## src/rtl/axilite_master_arb_if.sv

```systemverilog
// Bundle of requester-side and backend-side signals around the AXI-Lite master arbiter.
// The master modport is the arbiter's view; slave is seen by requesters and the backend.
interface axilite_master_arb_if #(
   parameter int NUM_REQ = 4,
   parameter int ADDR_W  = 32
);
   localparam int IDX_W = $clog2(NUM_REQ);

   logic [NUM_REQ-1:0]        req_valid;
   logic [NUM_REQ-1:0]        req_write;
   logic [NUM_REQ*ADDR_W-1:0] req_addr;
   logic [NUM_REQ*32-1:0]     req_wdata;
   logic [NUM_REQ*4-1:0]      req_wstrb;
   logic [NUM_REQ-1:0]        req_ready;
   logic [NUM_REQ-1:0]        rsp_valid;
   logic [31:0]               rsp_rdata;
   logic                      busy;
   logic [IDX_W-1:0]          grant_idx;
   logic                      bk_wstart;
   logic                      bk_rstart;
   logic [ADDR_W-1:0]         bk_waddr;
   logic [ADDR_W-1:0]         bk_raddr;
   logic [31:0]               bk_wdata;
   logic [3:0]                bk_wstrb;
   logic                      bk_wdone;
   logic                      bk_rdone;
   logic [31:0]               bk_rdata;

   modport master (
      input  req_valid, req_write, req_addr, req_wdata, req_wstrb,
      input  bk_wdone, bk_rdone, bk_rdata,
      output req_ready, rsp_valid, rsp_rdata, busy, grant_idx,
      output bk_wstart, bk_rstart, bk_waddr, bk_raddr, bk_wdata, bk_wstrb
   );

   modport slave (
      output req_valid, req_write, req_addr, req_wdata, req_wstrb,
      output bk_wdone, bk_rdone, bk_rdata,
      input  req_ready, rsp_valid, rsp_rdata, busy, grant_idx,
      input  bk_wstart, bk_rstart, bk_waddr, bk_raddr, bk_wdata, bk_wstrb
   );
endinterface

```

## src/rtl/axilite_master_arb.sv

```systemverilog
// Round-robin arbiter sharing one AXI-Lite master backend among NUM_REQ requesters,
// with at most one outstanding transaction (IDLE -> ISSUE -> WAIT -> RESP).
module axilite_master_arb #(
   parameter int NUM_REQ = 4,
   parameter int ADDR_W  = 32
) (
   input logic                  axi_aclk,
   input logic                  axi_aresetn,
   axilite_master_arb_if.master bus
);
   localparam int IDX_W = $clog2(NUM_REQ);

   typedef enum logic [1:0] {IDLE, ISSUE, WAIT, RESP} state_t;

   state_t             state_reg, state_next;
   logic [IDX_W-1:0]   grant_reg;
   logic [IDX_W-1:0]   last_grant_reg;
   logic [IDX_W-1:0]   winner;
   logic [IDX_W-1:0]   cand;
   logic               found;
   logic               cmd_write_reg;
   logic [ADDR_W-1:0]  waddr_reg;
   logic [ADDR_W-1:0]  raddr_reg;
   logic [31:0]        wdata_reg;
   logic [3:0]         wstrb_reg;
   logic [31:0]        rdata_reg;
   int                 idx;

   logic [ADDR_W-1:0]  addr_arr  [NUM_REQ];
   logic [31:0]        wdata_arr [NUM_REQ];
   logic [3:0]         wstrb_arr [NUM_REQ];

   genvar gi;
   generate
      for (gi = 0; gi < NUM_REQ; gi++) begin : g_unpack
         assign addr_arr[gi]  = bus.req_addr[gi*ADDR_W +: ADDR_W];
         assign wdata_arr[gi] = bus.req_wdata[gi*32 +: 32];
         assign wstrb_arr[gi] = bus.req_wstrb[gi*4 +: 4];
      end
   endgenerate

   // Scan starts one past the last winner so a just-served requester goes to the back.
   always_comb begin
      winner = '0;
      cand   = '0;
      found  = 1'b0;
      idx    = 0;
      for (int k = 1; k <= NUM_REQ; k++) begin
         idx  = (int'(last_grant_reg) + k) % NUM_REQ;
         cand = IDX_W'(idx);
         if (!found && bus.req_valid[cand]) begin
            found  = 1'b1;
            winner = cand;
         end
      end
   end

   always_comb begin
      state_next    = state_reg;
      bus.req_ready = '0;
      bus.rsp_valid = '0;
      bus.rsp_rdata = '0;
      bus.bk_wstart = 1'b0;
      bus.bk_rstart = 1'b0;
      unique case (state_reg)
         IDLE: begin
            if (found) state_next = ISSUE;
         end
         ISSUE: begin
            bus.req_ready[grant_reg] = 1'b1;
            bus.bk_wstart = cmd_write_reg;
            bus.bk_rstart = !cmd_write_reg;
            state_next    = WAIT;
         end
         WAIT: begin
            // Only the done pulse matching the issued direction completes the transfer.
            if (cmd_write_reg ? bus.bk_wdone : bus.bk_rdone) state_next = RESP;
         end
         RESP: begin
            bus.rsp_valid[grant_reg] = 1'b1;
            bus.rsp_rdata = rdata_reg;
            state_next    = IDLE;
         end
         default: state_next = IDLE;
      endcase
   end

   always_ff @(posedge axi_aclk or negedge axi_aresetn) begin
      if (!axi_aresetn) begin
         state_reg      <= IDLE;
         grant_reg      <= '0;
         last_grant_reg <= IDX_W'(NUM_REQ - 1);
         cmd_write_reg  <= 1'b0;
         waddr_reg      <= '0;
         raddr_reg      <= '0;
         wdata_reg      <= '0;
         wstrb_reg      <= '0;
         rdata_reg      <= '0;
      end else begin
         state_reg <= state_next;
         if (state_reg == IDLE && found) begin
            grant_reg      <= winner;
            last_grant_reg <= winner;
            cmd_write_reg  <= bus.req_write[winner];
            rdata_reg      <= '0;
            if (bus.req_write[winner]) begin
               waddr_reg <= addr_arr[winner];
               wdata_reg <= wdata_arr[winner];
               wstrb_reg <= wstrb_arr[winner];
            end else begin
               raddr_reg <= addr_arr[winner];
            end
         end
         if (state_reg == WAIT && !cmd_write_reg && bus.bk_rdone) begin
            rdata_reg <= bus.bk_rdata;
         end
      end
   end

   assign bus.busy      = (state_reg != IDLE);
   assign bus.grant_idx = grant_reg;
   assign bus.bk_waddr  = waddr_reg;
   assign bus.bk_raddr  = raddr_reg;
   assign bus.bk_wdata  = wdata_reg;
   assign bus.bk_wstrb  = wstrb_reg;
endmodule

```

## src/flat_wrapper.sv

```systemverilog
// flat-port wrapper written by rule: the top's interface ports become plain ports
module axilite_master_arb_flat 
#(
   parameter int NUM_REQ = 4,
   parameter int ADDR_W  = 32
)
  (axi_aclk, axi_aresetn, bus_req_valid, bus_req_write, bus_req_addr, bus_req_wdata, bus_req_wstrb, bus_bk_wdone, bus_bk_rdone, bus_bk_rdata, bus_req_ready, bus_rsp_valid, bus_rsp_rdata, bus_busy, bus_grant_idx, bus_bk_wstart, bus_bk_rstart, bus_bk_waddr, bus_bk_raddr, bus_bk_wdata, bus_bk_wstrb);
  axilite_master_arb_if #(.NUM_REQ(NUM_REQ), .ADDR_W(ADDR_W)) bus_i ();
  input logic axi_aclk;
  input logic axi_aresetn;
  input wire logic [$bits(bus_i.req_valid)-1:0] bus_req_valid;
  input wire logic [$bits(bus_i.req_write)-1:0] bus_req_write;
  input wire logic [$bits(bus_i.req_addr)-1:0] bus_req_addr;
  input wire logic [$bits(bus_i.req_wdata)-1:0] bus_req_wdata;
  input wire logic [$bits(bus_i.req_wstrb)-1:0] bus_req_wstrb;
  input wire logic [$bits(bus_i.bk_wdone)-1:0] bus_bk_wdone;
  input wire logic [$bits(bus_i.bk_rdone)-1:0] bus_bk_rdone;
  input wire logic [$bits(bus_i.bk_rdata)-1:0] bus_bk_rdata;
  output wire logic [$bits(bus_i.req_ready)-1:0] bus_req_ready;
  output wire logic [$bits(bus_i.rsp_valid)-1:0] bus_rsp_valid;
  output wire logic [$bits(bus_i.rsp_rdata)-1:0] bus_rsp_rdata;
  output wire logic [$bits(bus_i.busy)-1:0] bus_busy;
  output wire logic [$bits(bus_i.grant_idx)-1:0] bus_grant_idx;
  output wire logic [$bits(bus_i.bk_wstart)-1:0] bus_bk_wstart;
  output wire logic [$bits(bus_i.bk_rstart)-1:0] bus_bk_rstart;
  output wire logic [$bits(bus_i.bk_waddr)-1:0] bus_bk_waddr;
  output wire logic [$bits(bus_i.bk_raddr)-1:0] bus_bk_raddr;
  output wire logic [$bits(bus_i.bk_wdata)-1:0] bus_bk_wdata;
  output wire logic [$bits(bus_i.bk_wstrb)-1:0] bus_bk_wstrb;
  assign bus_i.req_valid = bus_req_valid;
  assign bus_i.req_write = bus_req_write;
  assign bus_i.req_addr = bus_req_addr;
  assign bus_i.req_wdata = bus_req_wdata;
  assign bus_i.req_wstrb = bus_req_wstrb;
  assign bus_i.bk_wdone = bus_bk_wdone;
  assign bus_i.bk_rdone = bus_bk_rdone;
  assign bus_i.bk_rdata = bus_bk_rdata;
  assign bus_req_ready = bus_i.req_ready;
  assign bus_rsp_valid = bus_i.rsp_valid;
  assign bus_rsp_rdata = bus_i.rsp_rdata;
  assign bus_busy = bus_i.busy;
  assign bus_grant_idx = bus_i.grant_idx;
  assign bus_bk_wstart = bus_i.bk_wstart;
  assign bus_bk_rstart = bus_i.bk_rstart;
  assign bus_bk_waddr = bus_i.bk_waddr;
  assign bus_bk_raddr = bus_i.bk_raddr;
  assign bus_bk_wdata = bus_i.bk_wdata;
  assign bus_bk_wstrb = bus_i.bk_wstrb;
  axilite_master_arb #(.NUM_REQ(NUM_REQ), .ADDR_W(ADDR_W)) u_core (.axi_aclk(axi_aclk), .axi_aresetn(axi_aresetn), .bus(bus_i));
endmodule
```

## config.mk

```make
export PLATFORM = sky130hd
export DESIGN_NAME = axilite_master_arb_flat
export DESIGN_NICKNAME = d
export VERILOG_FILES = /design/src/rtl/axilite_master_arb_if.sv /design/src/rtl/axilite_master_arb.sv /design/src/flat_wrapper.sv
export SDC_FILE = /design/constraint.sdc
export NUM_CORES = 1
export LEC_CHECK = 0
export CAP_MARGIN = 20
export CORE_AREA = 8 8 173 175
export CTS_BUF_LIST = sky130_fd_sc_hd__clkbuf_4 sky130_fd_sc_hd__clkbuf_8 sky130_fd_sc_hd__clkbuf_16
export CTS_CLUSTER_SIZE = 30
export DETAILED_ROUTE_END_ITERATION = 12
export DIE_AREA = 0 0 181 183
export GPL_ROUTABILITY_DRIVEN = 0
export PLACE_DENSITY = 0.66
export REMOVE_ABC_BUFFERS = 1
export SLEW_MARGIN = 20
export SYNTH_ARGS = -nofsm -noshare
export SYNTH_HDL_FRONTEND = slang
export SYNTH_SLANG_ARGS = --single-unit
```

## constraint.sdc

```tcl
create_clock -name axi_aclk -period 3.3 [get_ports axi_aclk]
set_clock_uncertainty 0.2 [all_clocks]
set_input_delay 0.825 -clock axi_aclk [delete_from_list [all_inputs] [get_ports axi_aclk]]
set_output_delay 0.825 -clock axi_aclk [all_outputs]
set_load 0.02 [all_outputs]
```

==> summary.md, run 1 <==
• instance count of the mapped netlist: 538
• maximum number of pins on one net before global-route repair: 60
• sequential fraction of the synthesis area: 47.3%
• sequence of cells on the critical path: ha_1 -> buf_4 -> and2_1 -> clkdlybuf4s50_1
• top cell type's share of synthesized area: 46.6%
• post-detailed-route via-to-cell ratio: 4.66
• floorplan row count: 61
• fraction of layout instances using a drive strength above 1: 17.8%
• Layout Area Growth over Synthesis: 80.6%
• Sinks on Clock Net: 139
• clock-pin slew of the registers on the worst-case setup and hold paths: 0.06 ns
• Achievable Freq: 0.319 GHz
• run status: finished clean
• buffer depth of the longest clock path: 2
• DRT antenna net count: 0
• deepest level of the CTS H-tree: 4
• count of state elements after synthesis: 139
• number of buffers inserted by port buffering: 460
• detailed-router iteration count before antenna repair: 4
• Iter 0 DRT Violations: 238
• power density normalized to cell area: 853 nW/um^2
• synthesized area: 7360 um^2
• post-cts hold buffer count: 0
• Place WS: -0.221 ns
• setup slack of the worst register-to-register path: 0.55 ns
• slew at the pin with the worst max-slew slack: 0.615 ns
• count of endpoints failing setup in the final report: 0
• full die area: 33100 um^2
• Synth warnings: 0
• Worst Slack Setup Final: 0.164 ns
• clock latency reported for the late side of the worst-skew pair: 0.40 ns
• die span in x: 181 um
• average detailed-routed wire length per instance: 21.6 um
• total wirelength of the detailed-routed design: 29.9 mm
• number of global-route vias before repair: 7248
• worst rel slew slack: 59.0%
• max-cap violation count: 0
• leading area contributor after synthesis: dfrtp_1
• required time of the critical path: 2.27 ns
• clock network fraction of total power: 17.5%
• post-detail-place hpwl: 24.6 mm
• buffer count from post-CTS setup fixing: 0
• terminus of the critical flop-to-flop path: u_core.bus.bk_wdata[23]
• switching power: 4.21 mW
• R2R depth: 8
• internal power: 7.12 mW
• Global Route Usage Sum: 17.6%
• top area cells in the synthesized netlist: dfrtp_1 47%, mux4_2 21%, mux2_1 11%
• endpoint arrival time on the critical path: 2.11 ns
• layout net count: 1341
• first-pass GRT wire length: 44.5 mm
• Worst Path Class, Setup: flip-flop to primary output
• total congestion overflow after global routing: 0
• unrepaired setup endpoints after global routing: no
• number of vias after detailed routing: 6449
• family of cells with the greatest summed delay on the critical path: buffers and inverters
• antenna violations before repair: 5
• worst min path class: input pin to async pin
• final-layout setup total negative slack: 0 ns
• ratio of final minimum period to clock period: 95.0%
• share of the core filled with cells in the final layout: 48.6%
• relative contribution of sequential cells to total power: 26.9%
• register cell area after layout: 3480 um^2
• final period demand of the worst path: 3.14 ns
• number of endpoints with negative hold slack in the final report: 0
• initial standard-cell utilization of the core: 26.9%
• # IOs: 461
• Syn Area/Cell: 13.7 um^2
• peak supply drop: 0.000426 V
• delay contributed by the slowest stage of the critical path: 0.62 ns
• leakage power: 5.28 nW
• crit path buf inv count: 2
• category of the worst setup path launch point: flip-flop
• TritonCTS clock tree: yes
• launching point of the worst reg2reg path: u_core.last_grant_reg[1]
• Die Y-Extent: 183 um
• clock buffer count from CTS: 17
• remaining design rule violation count: 0
• number of inserted filler cells in the final layout: 2515
• number of unique standard cell types used by synthesis: 34
• cell at the slowest stage of the critical path: clkdlybuf4s50_1
• sort of element at the end of the critical path: primary output
• switching share of total power: 37.2%
• CTS root buffer: clkbuf_16
• share of power burned in combinational logic: 55.5%
• overall power of the completed layout: 11.3 mW
• maximum fanout count along the critical path: 36
• area of the multi-input gates: 3670 um^2
• placeable core region: 27300 um^2
• Hold WS: 0.194 ns
• count of pins over their slew limit: 0
[layout make-up]
cell class / instances / area share, %
Timing Repair Buffer: 505 / 38.1
Multi-Input combinational cell: 353 / 27.6
Sequential cell: 139 / 26.2
Clock buffer: 19 / 3.36
Tap cell: 346 / 3.26
Clock inverter: 13 / 1.24
Inverter: 5 / 0.141
Antenna cell: 4 / 0.0753
[how the worst max path moves through the flow]
stage | to | slack, ns | cells past startpoint | from
after floorplan | u_core.bus.bk_waddr[2] | -3.64 | 6 | bus_req_valid[0]
after global placement | u_core.bus.bk_wstrb[2] | -0.20 | 8 | bus_req_valid[0]
after detailed placement | u_core.bus.bk_wdata[6] | -0.22 | 8 | bus_req_valid[1]
after CTS | bus_rsp_valid[0] | 0.07 | 4 | u_core.state_reg[0]
after global routing | bus_rsp_rdata[0] | 0.01 | 4 | u_core.state_reg[0]
final | bus_rsp_rdata[0] | 0.16 | 4 | u_core.state_reg[0]
[stage by stage]
stage / area, um^2 / instances
after floorplan: 7150 / 497
after global placement: 12700 / 1348
after detailed placement: 12700 / 1348
after CTS: 13300 / 1380
after global routing: 13300 / 1384
final: 13300 / 1384
[worst reg2reg max path: cells and delay by family, from the launching register on]
family / cells / cell delay (ns)
AO/OA/AOI/OAI: 3 / 0.49
flip-flops: 1 / 0.61
buffers and inverters: 2 / 0.38
multiplexers: 3 / 0.96
[Yosys cell counts, drive strengths merged]
| cell | number |
|---|---|
| ha | 4 |
| nand2b | 3 |
| a22o | 1 |
| and2 | 34 |
| a21oi | 4 |
| dfstp | 2 |
| nor2b | 1 |
| and3 | 2 |
| nand3b | 2 |
| inv | 5 |
| a22oi | 2 |
| o22a | 1 |
| dfrtp | 137 |
| clkbuf | 20 |
| buf | 21 |
| nor2 | 9 |
| and3b | 2 |
| nor4 | 1 |
| o21ai | 36 |
| a211oi | 1 |
| mux4 | 68 |
| mux2 | 102 |
| o22ai | 1 |
| nand2 | 74 |
| mux2i | 2 |
| nor3b | 3 |
[cells by family (layout without fill, tap and decap cells)]
group                    count (synthesis)  after routing  share of synthesized area, %
AND/OR/NAND/NOR                        131            131                          8.47
buffers and inverters                   46            542                          2.99
adder cells (fa/ha/maj)                  4              4                         0.680
multiplexers                           172            172                          36.8
other                                    0              4                             0
flip-flops                             139            139                          47.3
AO/OA/AOI/OAI                           46             46                          3.78
[power groups by stage]
stage          combinational, mW  clock [mW]  sequential (mW)
5_1_grt                     6.74        2.12             3.17
6_report                    6.29        1.98             3.05
2_1_floorplan               2.54           0             3.77
3_3_place_gp                6.34           0             3.05
3_5_place_dp                6.40           0             3.07
4_1_cts                     6.42        2.05             3.06
[layout by cell type, fill, tap and decap left out, types with 2 or more instances in the layout]
master           netlist  routed
mux2_1                72      72
nor3b_1                3       3
clkbuf_16              0      17
clkdlybuf4s50_1        0     458
clkinv_4               0       2
and3b_1                2       2
nor2_1                 9       8
diode_2                0       4
buf_4                  1      36
o21ai_1                2       2
clkinvlp_4             0       4
mux4_2                68      68
o21ai_0               33      33
inv_6                  0       2
nand2b_1               3       3
inv_1                  5       5
and3_1                 2       2
nand3b_1               2       2
ha_1                   4       4
a21oi_1                3       3
buf_12                 0       9
dfrtp_1              137     137
mux2i_1                2       2
and2_1                34      34
bufinv_16              0       3
nand2_1               74      74
clkinv_2               0       2
mux2_2                29      29
dfstp_2                2       2
[what timing repair did]
item / CTS / global route
gates resized for setup: 0 / 1
hold endpoints to repair: 0 / 0
endpoints found under the setup margin: 0 / 1
[per-layer routing]
layer / global-route usage, % / part of all wire (%) / vias up
met5: 0 / 0.044 / -
met4: 5.41 / 1.5 / 2
met3: 8.15 / 10 / 20
met2: 30.9 / 51 / 284
met1: 18.8 / 37 / 3197
li1: - / - / 2946
No activity file was read; power rests on OpenSTA's default activity.
==> run 2: changes to the inputs <==
--- a/config.mk
+++ b/config.mk
@@ -12,8 +12,9 @@
 export DETAILED_ROUTE_END_ITERATION = 12
 export DIE_AREA = 0 0 181 183
 export GPL_ROUTABILITY_DRIVEN = 0
-export PLACE_DENSITY = 0.66
+export MAX_ROUTING_LAYER = met4
 export REMOVE_ABC_BUFFERS = 1
+export SKIP_LAST_GASP = 1
 export SLEW_MARGIN = 20
 export SYNTH_ARGS = -nofsm -noshare
 export SYNTH_HDL_FRONTEND = slang
==> run 2 against run 1 <==
  * Setup slack gained 0.031 ns
  * Fmax up 1.0%
  * Sequential power hardly changed
  * Total power is 2.1% higher
  * Critical path type is now input pin to flip-flop
  * Critical endpoint is now u_core.bus.bk_wdata[24]
  * Non-clock buffer count is 8 higher
  * Worst hold slack got worse by 0.033 ns
  * Highest routed layer is now met4
  * Sequential share of layout area decreased by 0.24 points
==> summary.md, run 2 (synthesis gave the netlist of run 1 again) <==
• clock buffer count from CTS: 17, unchanged
• post-cts hold buffer count: 0, unchanged
• Achievable Freq: 0.322 GHz, +1.0%
• total wirelength of the detailed-routed design: 30.5 mm, +2.2%
• cells resized by post-CTS repair: 0, unchanged
• full die area: 33100 um^2, unchanged
• Iter 0 DRT Violations: 255, +7.1%
• family of cells with the greatest summed delay on the critical path: buffers and inverters
• DRT antenna net count: 0, unchanged
• final-layout setup total negative slack: 0 ns, unchanged
• terminus of the critical flop-to-flop path: u_core.bus.bk_wdata[24]
• buffer depth of the longest clock path: 2, unchanged
• number of gates on the worst path with buffers counted: 9, +5
• fraction of layout instances using a drive strength above 1: 18.4%, +0.63 points
• category of the worst setup path launch point: input pin
• sequence of cells on the critical path: clkdlybuf4s50_1 -> inv_1 -> a22o_1 -> a21oi_4 -> mux2_2 -> a22oi_2 -> buf_4 -> buf_4 -> mux2_1
• final period demand of the worst path: 3.11 ns, -0.0313 ns
• leading cell type in the layout, fill and taps excluded: clkdlybuf4s50_1
• floorplan row count: 61, unchanged
• layout net count: 1349, +0.60%
• remaining design rule violation count: 0, unchanged
• first-pass GRT wire length: 46.0 mm, +3.2%
• slew at the pin with the worst max-slew slack: 0.516 ns, -0.0986 ns
• met2 usage: 33.0%, +2.0 points
• average detailed-routed wire length per instance: 22.0 um, +1.8%
• max-cap violation count: 0, unchanged
• most frequent cells in the layout: 459 x clkdlybuf4s50_1, 137 x dfrtp_1, 74 x nand2_1, 72 x mux2_1, 68 x mux4_2
• run status: finished clean
• setup slack of the worst register-to-register path: 0.53 ns, -0.02 ns
• maximum fanout count along the critical path: 8, -78%
• Sinks on Clock Net: 139, unchanged
• endpoint arrival time on the critical path: 3.20 ns, +1.09 ns
• buffer count from post-CTS setup fixing: 0, unchanged
• launching point of the worst reg2reg path: u_core.last_grant_reg[1]
• worst rel slew slack: 65.6%, +6.6 points
• detailed-router iteration count before antenna repair: 4, unchanged
• crit path buf inv count: 4, +2
• required time of the critical path: 3.40 ns, +1.13 ns
• Layout Area Growth over Synthesis: 82.3%
• initial standard-cell utilization of the core: 26.9%, unchanged
• leakage power: 5.34 nW, +1.1%
• placeable core region: 27300 um^2, unchanged
• count of pins over their slew limit: 0, unchanged
• antenna violations before repair: 1, -4
• power density normalized to cell area: 862 nW/um^2, +1.1%
• Global Route Usage Sum: 18.8%, +1.2 points
• Worst Path Class, Setup: input pin to flip-flop
• number of endpoints with negative hold slack in the final report: 0, unchanged
• delay contributed by the slowest stage of the critical path: 0.54 ns, -0.08 ns
• peak supply drop: 0.000390 V, -8.5%
• clock latency reported for the late side of the worst-skew pair: 0.42 ns, +0.02 ns
• die span in x: 181 um, unchanged
• library cell appearing most often on the critical path: buf_4
• number of buffers inserted by port buffering: 460, unchanged
• Place WS: -0.272 ns, -0.0507 ns
• number of global-route vias before repair: 7416, +2.3%
• CTS root buffer: clkbuf_16
• # IOs: 461, unchanged
• count of endpoints failing setup in the final report: 0, unchanged
• cell at the slowest stage of the critical path: clkdlybuf4s50_1
• Die Y-Extent: 183 um, unchanged
• clock-pin slew of the registers on the worst-case setup and hold paths: 0.07 ns, about the same
• post-detail-place hpwl: 25.4 mm, +3.1%
• ratio of final minimum period to clock period: 94.1%, -0.95 points
• deepest level of the CTS H-tree: 4, unchanged
• TritonCTS clock tree: yes
• R2R depth: 8, unchanged
• Hold WS: 0.161 ns, -0.0331 ns
• maximum number of pins on one net before global-route repair: 53, -12%
• most used routing layer in global routing: met2
• total congestion overflow after global routing: 0, unchanged
• post-detailed-route via-to-cell ratio: 4.62, -0.82%
• met1 track utilization from global routing: 19.0%, +0.27 points
• sort of element at the end of the critical path: flip-flop
• unrepaired setup endpoints after global routing: no
• worst min path class: input pin to async pin
• Worst Slack Setup Final: 0.195 ns, +0.0313 ns
• number of vias after detailed routing: 6424, -0.39%
• met3 Track Usage GR: 8.61%, +0.46 points
run 2: changes by cell type in the layout (fill, tap and decap cells not counted), sizes merged:
| cell | before | now |
|---|---|---|
| buf | 46 | 54 |
| inv | 7 | 12 |
| clkinv | 4 | 1 |
| clkinvlp | 4 | 1 |
| diode | 4 | 2 |
| bufinv | 3 | 4 |
| clkdlybuf4s50 | 458 | 459 |
| dlymetal6s2s | 1 | 0 |
run 2: routing by layer:
metal | up-vias | share of wire, %
li1 | 2961 | -
met1 | 3174 | 36
met2 | 268 | 52
met3 | 21 | 10
met4 | 0 | 1.3
met5 | - | 0
run 2: power by group:
part	leakage (nW)	internal, mW	switching (mW)	total [mW]
sequential	1.70	2.56	0.491	3.05
combinational	3.32	3.39	2.98	6.37
clock	0.318	1.32	0.815	2.14
run 2: metrics by stage:
| step | instances | instance area (um^2) | total power [mW] | utilization [%] |
|---|---|---|---|---|
| 2_1_floorplan | 497 | 7150 | 6.31 | - |
| 3_5_place_dp | 1356 | 12700 | 9.57 | 46.6 |
| 3_3_place_gp | 1356 | 12700 | 9.50 | 46.6 |
| 5_1_grt | 1389 | 13400 | 12.3 | 49.1 |
| 6_report | 1390 | 13400 | 11.6 | 49.1 |
| 4_1_cts | 1388 | 13400 | 11.8 | 49.0 |
run 2: worst max path at each step:
stage | from | endpoint | slack (ns)
2_1_floorplan | bus_req_valid[0] | u_core.bus.bk_waddr[2] | -3.64
3_3_place_gp | bus_req_valid[0] | u_core.bus.bk_wdata[10] | -0.24
3_5_place_dp | bus_req_valid[0] | u_core.bus.bk_wdata[24] | -0.27
4_1_cts | u_core.state_reg[0] | bus_rsp_valid[0] | 0.12
5_1_grt | u_core.state_reg[0] | bus_rsp_valid[0] | 0.04
6_report | bus_req_valid[0] | u_core.bus.bk_wdata[24] | 0.19
run 2: worst register-to-register path, stage by stage (launching register included):
cell and delay (ns):
dfstp_2 0.62, mux2i_1 0.25, o21ai_2 0.10, a21oi_4 0.17, mux2_2 0.37, a22oi_2 0.17, buf_4 0.23, buf_4 0.21
mux2_1 0.34
run 2: area by class of cell:
cell class,count,area [um^2]
Sequential cell,139,3480
Inverter,5,18.8
Antenna cell,2,5.00
Clock buffer,19,447
Multi-Input combinational cell,353,3670
Tap cell,346,433
Clock inverter,13,205
Fill cell,2478,13900
Timing Repair Buffer,513,5140
